[src/rtl/sdrc_fifo_pkg.sv]
// sdrc_fifo_pkg
//   Shared types and helpers for the single-clock SDRAM bridge FIFO.
//   - fifo_level_t   : the two "almost" flags decoded from occupancy.
//   - decode_level() : turns an occupancy count into the almost flags.
package sdrc_fifo_pkg;

    typedef struct packed {
        logic afull;   // occupancy >= depth-1
        logic aempty;  // occupancy <= 1
    } fifo_level_t;

    // Occupancy runs 0..depth. Both flags are pure threshold compares
    // so they can never glitch on input activity, only on pointer moves.
    function automatic fifo_level_t decode_level(input int unsigned occ,
                                                 input int unsigned depth);
        fifo_level_t lvl;
        lvl.afull  = (occ >= depth - 1);
        lvl.aempty = (occ <= 1);
        return lvl;
    endfunction

endpackage : sdrc_fifo_pkg

[src/rtl/sdrc_fifo_ptr.sv]
// sdrc_fifo_ptr
//   Wrapping pointer register with an increment enable. The MSB acts as
//   the wrap bit; the pointer rolls over naturally modulo 2^PTR_W.
//   Ports:
//     clk      in   rising-edge clock
//     reset_n  in   asynchronous active-low reset (pointer -> 0)
//     inc      in   advance the pointer by one at the next edge
//     ptr      out  current pointer value (address bits + wrap bit)
module sdrc_fifo_ptr #(
    parameter int PTR_W = 3
) (
    input  logic             clk,
    input  logic             reset_n,
    input  logic             inc,
    output logic [PTR_W-1:0] ptr
);

    always_ff @(posedge clk or negedge reset_n) begin
        if (!reset_n) begin
            ptr <= '0;
        end else if (inc) begin
            ptr <= ptr + PTR_W'(1);
        end
    end

endmodule : sdrc_fifo_ptr

[src/rtl/sdrc_fifo.sv]
// sdrc_fifo
//   Single-clock first-word-fall-through FIFO used by the SDRAM controller
//   bridge for command words, masked write data and read data. Port list
//   and flag behaviour match the bridge's dual-clock FIFO.
//
//   Handshake: a push is accepted at a rising edge when wr_en=1 and full=0;
//   a pop is accepted when rd_en=1 and empty=0. A push while full is
//   silently dropped; a pop while empty is ignored. rd_data always shows
//   the head entry and is valid whenever empty=0.
//
//   Ports:
//     clk      in   single rising-edge clock
//     reset_n  in   asynchronous active-low reset
//     wr_en    in   push request
//     wr_data  in   [W]  word to push
//     full     out  all DP entries occupied
//     afull    out  occupancy >= DP-1
//     rd_en    in   pop request (head consumed at the edge)
//     rd_data  out  [W]  head entry
//     empty    out  occupancy == 0
//     aempty   out  occupancy <= 1
module sdrc_fifo
    import sdrc_fifo_pkg::*;
#(
    parameter int W  = 8,
    parameter int DP = 4
) (
    input  logic         clk,
    input  logic         reset_n,
    input  logic         wr_en,
    input  logic [W-1:0] wr_data,
    output logic         full,
    output logic         afull,
    input  logic         rd_en,
    output logic [W-1:0] rd_data,
    output logic         empty,
    output logic         aempty
);

    localparam int ADDR_W = $clog2(DP);
    localparam int PTR_W  = ADDR_W + 1;

    logic [PTR_W-1:0]  wptr;
    logic [PTR_W-1:0]  rptr;
    logic [ADDR_W-1:0] waddr;
    logic [ADDR_W-1:0] raddr;
    logic [PTR_W-1:0]  occupancy;
    logic              wr_accept;
    logic              rd_accept;
    fifo_level_t       level;

    logic [W-1:0] mem [DP];

    // Flags gate acceptance, so full wins over a simultaneous read when
    // the FIFO is full, and empty wins over a simultaneous write when it
    // is empty: the other side of the pair still goes through.
    assign wr_accept = wr_en && !full;
    assign rd_accept = rd_en && !empty;

    sdrc_fifo_ptr #(.PTR_W(PTR_W)) u_wptr (
        .clk     (clk),
        .reset_n (reset_n),
        .inc     (wr_accept),
        .ptr     (wptr)
    );

    sdrc_fifo_ptr #(.PTR_W(PTR_W)) u_rptr (
        .clk     (clk),
        .reset_n (reset_n),
        .inc     (rd_accept),
        .ptr     (rptr)
    );

    assign waddr = wptr[ADDR_W-1:0];
    assign raddr = rptr[ADDR_W-1:0];

    // Storage is cleared on reset so rd_data reads 0 until the first push.
    always_ff @(posedge clk or negedge reset_n) begin
        if (!reset_n) begin
            for (int i = 0; i < DP; i++) begin
                mem[i] <= '0;
            end
        end else if (wr_accept) begin
            mem[waddr] <= wr_data;
        end
    end

    // Flags come from the pointer registers only; no input reaches an
    // output combinationally.
    assign occupancy = wptr - rptr;
    assign empty     = (wptr == rptr);
    // Same slot, different lap: the writer is exactly DP ahead.
    assign full      = (waddr == raddr) && (wptr[ADDR_W] != rptr[ADDR_W]);
    assign level     = decode_level(32'(occupancy), DP);
    assign afull     = level.afull;
    assign aempty    = level.aempty;

    // First-word fall-through: the head slot drives the output directly.
    assign rd_data   = mem[raddr];

endmodule : sdrc_fifo

[config.mk]
export PLATFORM = sky130hd
export DESIGN_NAME = sdrc_fifo
export DESIGN_NICKNAME = d
export VERILOG_FILES = /design/src/rtl/sdrc_fifo_pkg.sv /design/src/rtl/sdrc_fifo_ptr.sv /design/src/rtl/sdrc_fifo.sv
export SDC_FILE = /design/constraint.sdc
export NUM_CORES = 1
export LEC_CHECK = 0
export ABC_AREA = 1
export CORE_AREA = 2 2 71 124
export CTS_BUF_LIST = sky130_fd_sc_hd__clkbuf_16
export DETAILED_ROUTE_END_ITERATION = 8
export DIE_AREA = 0 0 73 126
export GPL_TIMING_DRIVEN = 0
export HOLD_SLACK_MARGIN = 0.08
export RECOVER_POWER = 100
export SYNTH_ARGS = -nofsm -noshare
export SYNTH_HDL_FRONTEND = slang
export SYNTH_SLANG_ARGS = --single-unit
[constraint.sdc]
create_clock -name clk -period 2.37 [get_ports clk]
set_input_delay 0.474 -clock clk [delete_from_list [all_inputs] [get_ports clk]]
set_output_delay 0.474 -clock clk [all_outputs]
set_load 0.05 [all_outputs]
# Word-level counts from Yosys, hierarchy flattened
# Cells that the tools add are included.
dict set report totals {
  output_inout_bits 12
  register_bits 38
}
dict set report op_classes {
  addsub 3
  n_mux 6
  n_bitwise 2
  n_eq_ne 3
  reduce_logical 6
  order_cmp 5
}
# operator n
set ops {}
lappend ops {{$bwmux W32} 1}
lappend ops {{$mux W8} 3}
lappend ops {{$bmux W8 S2} 1}
lappend ops {{$demux W8 S2} 1}
lappend ops {{$add A3 B1 Y3 const B} 2}
lappend ops {{$ge A3 B3 Y1 const B} 2}
lappend ops {{$not A2 Y3} 2}
lappend ops {{$logic_and A1 B1 Y1} 4}
lappend ops {{$eq A3 B3 Y1} 1}
lappend ops {{$ge A3 B2 Y1 const B} 1}
lappend ops {{$le A3 B1 Y1 const B} 1}
lappend ops {{$lt A3 B1 Y1 const B} 1}
lappend ops {{$sub A3 B3 Y3} 1}
lappend ops {{$eq A2 B2 Y1} 1}
lappend ops {{$logic_not A1 Y1} 2}
lappend ops {{$ne A1 B1 Y1} 1}

# Depth between registers and ports, before layout
# Gate-level depths: netlist of the first run.
dict set report depth {
  depth_word 6
  mapped_depth 10
  ltp_nobuf 8
}

# By module
# Synthesis of the first run repeated with hierarchy kept, for this count alone.
dict set report hier_totals {
  hier_cells 242
  area_unflattened_um2 2029.4
}
# mod area_each_um2 instances cells_per_inst
set modules_own_cells {}
lappend modules_own_cells {sdrc_fifo 1764.2 1 214}
lappend modules_own_cells {sdrc_fifo_ptr 132.6 2 14}

# Worst setup path before layout of the first run
# Ideal clock, no wire load.
dict set report synth_path {
  path_type {reg-to-output}
  startpoint {register u_rptr.ptr[1]}
  endpoint {output aempty}
  path_buffers 1
  arrival_ps 2004
  slack_ps -108
  path_stages_with_launch 6
  cell_sequence {dfrtp_1 > clkbuf_1 > inv_1 > fa_1 > xor2_1 > nor2_1}
}
dict set report synth_via {
  elab_chain_len 2
}
# item line
set synth_lines {}
lappend synth_lines {{start: declaration} sdrc_fifo_ptr.sv:15} ;# output logic [PTR_W-1:0] ptr
lappend synth_lines {{start signal: assignment} sdrc_fifo_ptr.sv:22} ;# ptr <= ptr + PTR_W'(1);
lappend synth_lines {{$sub A3 B3 Y3} sdrc_fifo.sv:90} ;# assign occupancy = wptr - rptr;
lappend synth_lines {{$le A3 B1 Y1} sdrc_fifo_pkg.sv:18} ;# lvl.aempty = (occ <= 1);
lappend synth_lines {{end: declaration} sdrc_fifo.sv:37} ;# output logic aempty
# Every way passes these cells.

# Worst setup path in the final report of the first run
dict set report layout_path {
  startpoint {register u_rptr.ptr[1]}
  endpoint {output full}
}
dict set report layout_via {
  elab_chain_len 2
}
# item line
set layout_lines {}
lappend layout_lines {{$eq A2 B2 Y1} sdrc_fifo.sv:93} ;# assign full = (waddr == raddr) && (wptr[ADDR_W] != rptr[ADDR_W]);
lappend layout_lines {{$logic_and A1 B1 Y1} sdrc_fifo.sv:93}
lappend layout_lines {{end: declaration} sdrc_fifo.sv:32} ;# output logic full,
# Every way passes these cells.

==> impl_results.md, run 1 <==
- I/O pins: 24
- Clock Sinks: 38
- Fin cells: about 370
- DR iter-0 viols: 97
- Worst setup SP type: register
- CTS tree: yes
- Max Root-Sink Buffers: 2
- Syn Nets: between 200 and 300
- Mapped cell area: approximately 0.002 sq mm
- Worst Tran Pin Value: between 1 and 1.5 ns
- RSZ-0062 raised after global routing: true
- Met3 WL: approximately 260 microns
- Routability cong.: ~0.82
- Number of CTS-inserted buffers: 5
- Synth warn: 0
- Remaining Overflow, GRT: 0
- Antenna-violating nets left: 0
- Die Height: 126 microns
- Clock insertion delay at the later pin of the skew report: approximately 0.28 ns
- Die Footprint: approximately 0.009 sq mm
- Initial core utilization: 0.2450
- Die W: approximately 73 microns
- First-pass GRT wire length: approximately 9.2 mm
- DR pass1 iterations: 5
- Clock tree root driver cell: clkbuf_16
- Diode count: 0
- Rel. slew slack: 0.3330
- WL met1: around 2.2 mm
- Endpoints failing setup: 0
- H-tree levels: 2
- Vias per Instance: 5.011
- Met2 wire length: about 3.2 mm
- Cell count after placement: 360
- Wire per inst: between 15 and 20 microns
- Arr. time, crit path: 1.87 ns
- Post-synthesis sequential area ratio: 0.4732
- Total track usage: 0.1337
- Antenna violations before repair: 0
- Post-synth cell types: 19
- Dpl hpwl: approximately 4.1 mm
- Required @ worst endpoint: 1.90 ns
- Top Layer Used: met4
- Largest net degree at the start of global routing: 39
- Final Hold Violating Endpoints: 0
- # rows: between 40 and 50
- Final period util: 0.9870
- Fin crit period: about 2.3 ns
- Core Area: ~0.0082 sq mm
- Layout cell share with drive strength beyond 1: 0.1673
- #FFs+latches synth: 38
- Max-cap violations: 0
- Hold crit path type: primary input to async pin
- Commonest cells after routing, fill and taps aside: 84 x nand2_1, 37 x dfrtp_1, 33 x nand4_1
- Clock Skews: between 0.005 and 0.006 ns
- Setup total negative slack: 0 ns
- Reg-to-reg slack, setup: between 0.4 and 0.5 ns
- Worst Path Max Fanout: 10
- Vias: roughly 1900
- PortBufs: 23
- # DRC: 0
- Status: finished, final reports clean
- Filler cells: 880
- Cts hold-fix bufs: 0
- Nets: 300
- Drt total wl: approximately 5.9 mm
- Vias in the first global route: between 1500 and 2000
- Clock-pin slew on the worst setup and hold paths: ~0.060 ns
- Syn avg cell area: 8.202 sq um
- Crit Path Class: register to primary output
- Final Slew Violations: 0
- Area delta synth->final: 26.28%
- Commonest non-fill, non-tap cell in the layout: nand2_1
- Fmax: 427.5 MHz
- Synthesized instance count: approximately 250
- CP Capture Type: primary output
-- what timing repair did --
item,4_1_cts,5_1_grt
buffers inserted,2,4
endpoints found under the setup margin,12,12
pin swaps,0,1
gates resized for setup,75,7
endpoints found under the hold margin,0,0
-- through the flow --
| stage | setup WS, ns | instance area [sq um] | hold WS (ns) | util |
|---|---|---|---|---|
| floorplan | 0.09641 | 2012 | 0.1784 | - |
| global placement | -0.8242 | 2357 | 0.4492 | 0.2874 |
| detailed placement | -0.8357 | 2352 | 0.4537 | 0.2868 |
| CTS | -0.02529 | 2489 | 0.3416 | 0.3034 |
| global route | -0.06331 | 2537 | 0.4313 | 0.3093 |
| finish | 0.03089 | 2537 | 0.3473 | 0.3093 |
-- synth_stat cells --
cell type  number  share of area
nand2_1        84           0.16
dfrtp_1        38           0.47
nand4_1        33           0.10
nor2_1         17          0.032
o21ai_0        16          0.040
inv_1          10          0.019
buf_2           9          0.022
nand3_1         8          0.020
o22ai_1         8          0.025
ha_1            7          0.044
clkbuf_1        4         0.0075
buf_6           3          0.017
xor2_1          2         0.0087
fa_1            1          0.010
inv_2           1         0.0019
nand2_2         1         0.0031
nand3_2         1         0.0050
nand3_4         1         0.0087
xnor2_1         1         0.0044
-- sequential cells by signal (all words and copies together) (netlist names) --
signal	cells
u_rptr.ptr	3
u_wptr.ptr	3
mem	32
-- critical path, stage by stage (launching register included) --
cell	delay [ns]
dfrtp_2	0.40
clkinvlp_4	0.13
ha_1	0.29
nand2_1	0.06
inv_2	0.08
nand3_4	0.09
buf_6	0.16
buf_6	0.15
inv_1	0.07
buf_6	0.15
-- area by class of cell --
class | count | area (sq um) | share of cell area
buffer | 15 | 95.09 | 0.03748
clock buffer | 5 | 125.1 | 0.04931
clock inverter | 3 | 11.26 | 0.004438
inverter | 11 | 48.80 | 0.01923
multi-input combinational | 180 | 935.9 | 0.3688
sequential | 38 | 952.2 | 0.3752
tap | 92 | 115.1 | 0.04536
timing repair buffer | 29 | 254.0 | 0.1001
-- cells by family (layout without fill, tap and decap cells) --
logic type / count (synthesis) / in the layout / share of synthesized area
and+or+nand+nor: 145 / 145 / 0.3281
DFF: 38 / 38 / 0.4732
buffers and inverters: 27 / 63 / 0.06724
AOI/OAI and AO/OA: 24 / 24 / 0.06476
adders and majority gates: 8 / 8 / 0.05355
xor gates and xnor gates: 3 / 3 / 0.01308
-- metal layers --
metal / up-vias / global-route usage
li1: 897 / -
met1: 892 / 0.1444
met2: 67 / 0.2385
met3: 13 / 0.02240
met4: 0 / 0.07190
met5: - / 0
-- worst paths after layout --
| path | startpoint | to | cells past startpoint |
|---|---|---|---|
| worst max-delay path | u_rptr.ptr[1]$_DFFE_PN0P_ | full | 9 |
| worst min-delay path | reset_n | mem[7]$_DFFE_PN0P_ | 1 |
| worst max register to register | u_wptr.ptr[1]$_DFFE_PN0P_ | mem[25]$_DFFE_PN0P_ | 6 |
| worst min register to register | mem[15]$_DFFE_PN0P_ | mem[15]$_DFFE_PN0P_ | 2 |
| max in group asynchronous | reset_n | u_rptr.ptr[1]$_DFFE_PN0P_ | 1 |
| min in group clk | mem[15]$_DFFE_PN0P_ | mem[15]$_DFFE_PN0P_ | 2 |
Power of run 1 is left out: the tool's default activity adds up to more than one toggle a clock period on the data nets, which glitch-free logic cannot reach.
==> inputs of run 2 (changes only) <==
CTS_CLUSTER_DIAMETER = 100   (was unset)
==> results of run 2 <==
No change in the layout: final DEF, timing and power equal those of run 1.
Power of run 2 is left out for the same reason.
==> inputs of run 3 (changes only) <==
--- a/config.mk
+++ b/config.mk
@@ -13,5 +13,4 @@
 export DIE_AREA = 0 0 73 126
 export GPL_TIMING_DRIVEN = 0
-export HOLD_SLACK_MARGIN = 0.08
 export RECOVER_POWER = 100
 export SYNTH_ARGS = -nofsm -noshare
==> constraint.sdc (replaced) <==
create_clock -name clk -period 2.37 [get_ports clk]
set_input_delay 0.474 -clock clk [delete_from_list [all_inputs] [get_ports clk]]
set_output_delay 0.474 -clock clk [all_outputs]
set_load 0.01 [all_outputs]
==> impl_results.md, run 3 (synthesis results as in run 1) <==
- Largest net degree at the start of global routing: 39 (unchanged)
- Max reg flops: 32 (unchanged)
- Final Power: about 3.9 mW
- Core Area: 0.008203 sq mm (unchanged)
- Worst setup SP type: register (unchanged)
- Rel. slew slack: 0.3402 (was 0.3330)
- Initial core utilization: 0.2450 (unchanged)
- Die Height: 126 microns (unchanged)
- Sequential share of power: 0.297
- Final Hold Violating Endpoints: 0 (unchanged)
- Clock tree root driver cell: clkbuf_16 (unchanged)
- Worst Path Max Fanout: 3 (was 10)
- Antenna violations before repair: 0 (unchanged)
- Total track usage: 0.1423 (was 0.1337)
- Layout cell share with drive strength beyond 1: 0.1210 (was 0.1673)
- I/O pins: 24 (unchanged)
- Crit Path Class: register to primary output (unchanged)
- Drt total wl: 5.999 mm (was 5.857 mm)
- Switching power: roughly 1.7 mW
- Final WS setup: 0.06144 ns (was 0.03089 ns)
- Clock insertion delay at the later pin of the skew report: 0.29 ns (was 0.28 ns)
- First-pass GRT wire length: 9.818 mm (was 9.225 mm)
- Combinational Power Share: 0.538
- Commonest non-fill, non-tap cell in the layout: nand2_1 (unchanged)
- Part of the power in the clock network: 0.165
- Fin crit period: 2.309 ns (was 2.339 ns)
- Clock-pin slew on the worst setup and hold paths: 0.06 ns (about the same)
- CP Cell Sequence: clkinvlp_4 -> clkbuf_1 -> fa_1 -> xor2_1 -> nor2_1 -> clkbuf_2 (was clkinvlp_4 -> ha_1 -> nand2_1 -> inv_2 -> nand3_4 -> buf_6 -> buf_6 -> inv_1 -> buf_6)
- Vias per Instance: 4.965 (was 5.011)
- Commonest cells after routing, fill and taps aside: 84 x nand2_1, 36 x dfrtp_1, 33 x nand4_1 (was 84 x nand2_1, 37 x dfrtp_1, 33 x nand4_1)
- Number of CTS-inserted buffers: 5 (unchanged)
- Cts hold-fix bufs: 0 (unchanged)
- Final period util: 0.9741 (was 0.9870)
- Buf/Inv on CP: 3 (was 6)
- Max Root-Sink Buffers: 2 (unchanged)
- Worst stage delay on the critical path: 0.48 ns (was 0.40 ns)
- P_int: around 2.1 mW
- # DRC: 0 (unchanged)
- Clock Sinks: 38 (unchanged)
- Pwr dens: roughly 1500 mW/mm^2
- DR pass1 iterations: 4 (was 5)
- RSZ-0062 raised after global routing: false (was true)
- Diode count: 0 (unchanged)
- Wire per inst: 16.08 microns (was 15.70 microns)
- Dpl hpwl: 4.207 mm (was 4.145 mm)
- Fmax: 433.2 MHz (was 427.5 MHz)
- Status: finished, final reports clean (unchanged)
- Reg area: 953.4 sq um (was 952.2 sq um)
- PortBufs: 23 (unchanged)
- VDD IR max: about 0.4 mV
- Routability cong.: 0.8424 (was 0.8194)
- Top cell family by delay on the critical path: adder cells (was buffers and inverters)
- H-tree levels: 2 (unchanged)
- Biggest regs: mem (32), u_rptr.ptr (3), u_wptr.ptr (3) (unchanged)
- Remaining Overflow, GRT: 0 (unchanged)
- Placed standard-cell area: 0.002350 sq mm (was 0.002352 sq mm)
- CTS tree: yes (unchanged)
- Vias: 1852 (was 1869)
- Pre-CTS worst setup slack: -0.6970 ns (was -0.8357 ns)
- Slowest-stage cell, CP: fa_1 (was dfrtp_2)
- Final Cell Area: 0.002502 sq mm (was 0.002537 sq mm)
- Reg-to-reg slack, setup: 0.47 ns (was 0.44 ns)
- DR iter-0 viols: 102 (was 97)
- Lkg Pwr: between 1 and 1.5 nW
- # rows: 44 (unchanged)
- Endpoints failing setup: 0 (unchanged)
- Antenna-violating nets left: 0 (unchanged)
- Reg with most FFs: mem (unchanged)
- Footprint of the multi-input gates: 910.9 sq um (was 935.9 sq um)
- Required @ worst endpoint: 1.90 ns (about the same)
- Area delta synth->final: 24.53% (was 26.28%)
- Final Slew Violations: 0 (unchanged)
- Die Footprint: 0.009198 sq mm (unchanged)
- CP Capture Type: primary output (unchanged)
- Nets: 300 (unchanged)
- Max-cap violations: 0 (unchanged)
- Hold crit path type: primary input to async pin (unchanged)
- Die W: 73 microns (unchanged)
- Hold WS: 0.3312 ns (was 0.3473 ns)
- Worst Tran Pin Value: 0.9898 ns (was 1.001 ns)
- Switching Share: 0.4445
- Arr. time, crit path: 1.83 ns (was 1.87 ns)
- Filler cells: 865 (was 880)
- Clock Skews: 0.003836 ns (was 0.005316 ns)
- Vias in the first global route: 1981 (was 1806)
[run 3: worst paths after layout]
path,from,endpoint,cells past startpoint
hold reg to reg,mem[17]$_DFFE_PN0P_,mem[17]$_DFFE_PN0P_,2
hold / removal,reset_n,u_wptr.ptr[1]$_DFFE_PN0P_,1
setup reg to reg,u_rptr.ptr[1]$_DFFE_PN0P_,mem[3]$_DFFE_PN0P_,9
setup / recovery,u_rptr.ptr[1]$_DFFE_PN0P_,aempty,6
min in group clk,mem[17]$_DFFE_PN0P_,mem[17]$_DFFE_PN0P_,2
max in group asynchronous,reset_n,u_rptr.ptr[0]$_DFFE_PN0P_,1
[run 3: through the flow]
stage / setup TNS [ns] / instances / utilization
floorplan: 0 / 245 / -
global placement: -8.820 / 360 / 0.2871
detailed placement: -3.153 / 360 / 0.2865
CTS: 0 / 374 / 0.3104
global route: 0 / 373 / 0.3051
finish: 0 / 373 / 0.3051
[run 3: timing repair]
action / CTS / global route
gates resized for setup: 24 / 5
gates cloned: 0 / 0
setup endpoints to repair: 12 / 4
setup buffers: 7 / 0
[run 3: cell type report]
type | count | area share
Tap cell | 92 | 0.04600
Multi-Input combinational cell | 180 | 0.3640
Buffer | 14 | 0.03450
Sequential cell | 38 | 0.3810
Timing Repair Buffer | 30 | 0.1000
Clock inverter | 3 | 0.005000
Clock buffer | 5 | 0.05000
Inverter | 11 | 0.01950
[run 3: per-layer routing]
layer,track usage,share of wire,vias to the layer above
li1,-,-,892
met2,0.2401,0.55,49
met4,0.1013,0.039,0
met5,0,0,-
met1,0.1537,0.38,897
met3,0.02640,0.035,14
[run 3: power by group through the flow]
stage | Sequential [mW] | Clock [mW] | Combinational [mW]
2_1_floorplan | 1.09 | 0 | 1.34
3_3_place_gp | 1.13 | 0 | 2.15
3_5_place_dp | 1.15 | 0 | 2.19
4_1_cts | 1.14 | 0.650 | 2.19
5_1_grt | 1.18 | 0.684 | 2.32
6_report | 1.14 | 0.634 | 2.07
[run 3: worst register-to-register path: stages, from the launching register on]
cell	delay, ns
dfrtp_2	0.39
clkinvlp_4	0.12
ha_1	0.30
nand2_1	0.07
inv_1	0.06
nand3_2	0.07
buf_6	0.19
nand3_1	0.36
nand2_1	0.16
nand2_1	0.07
No activity file was read; power rests on OpenSTA's default activity.
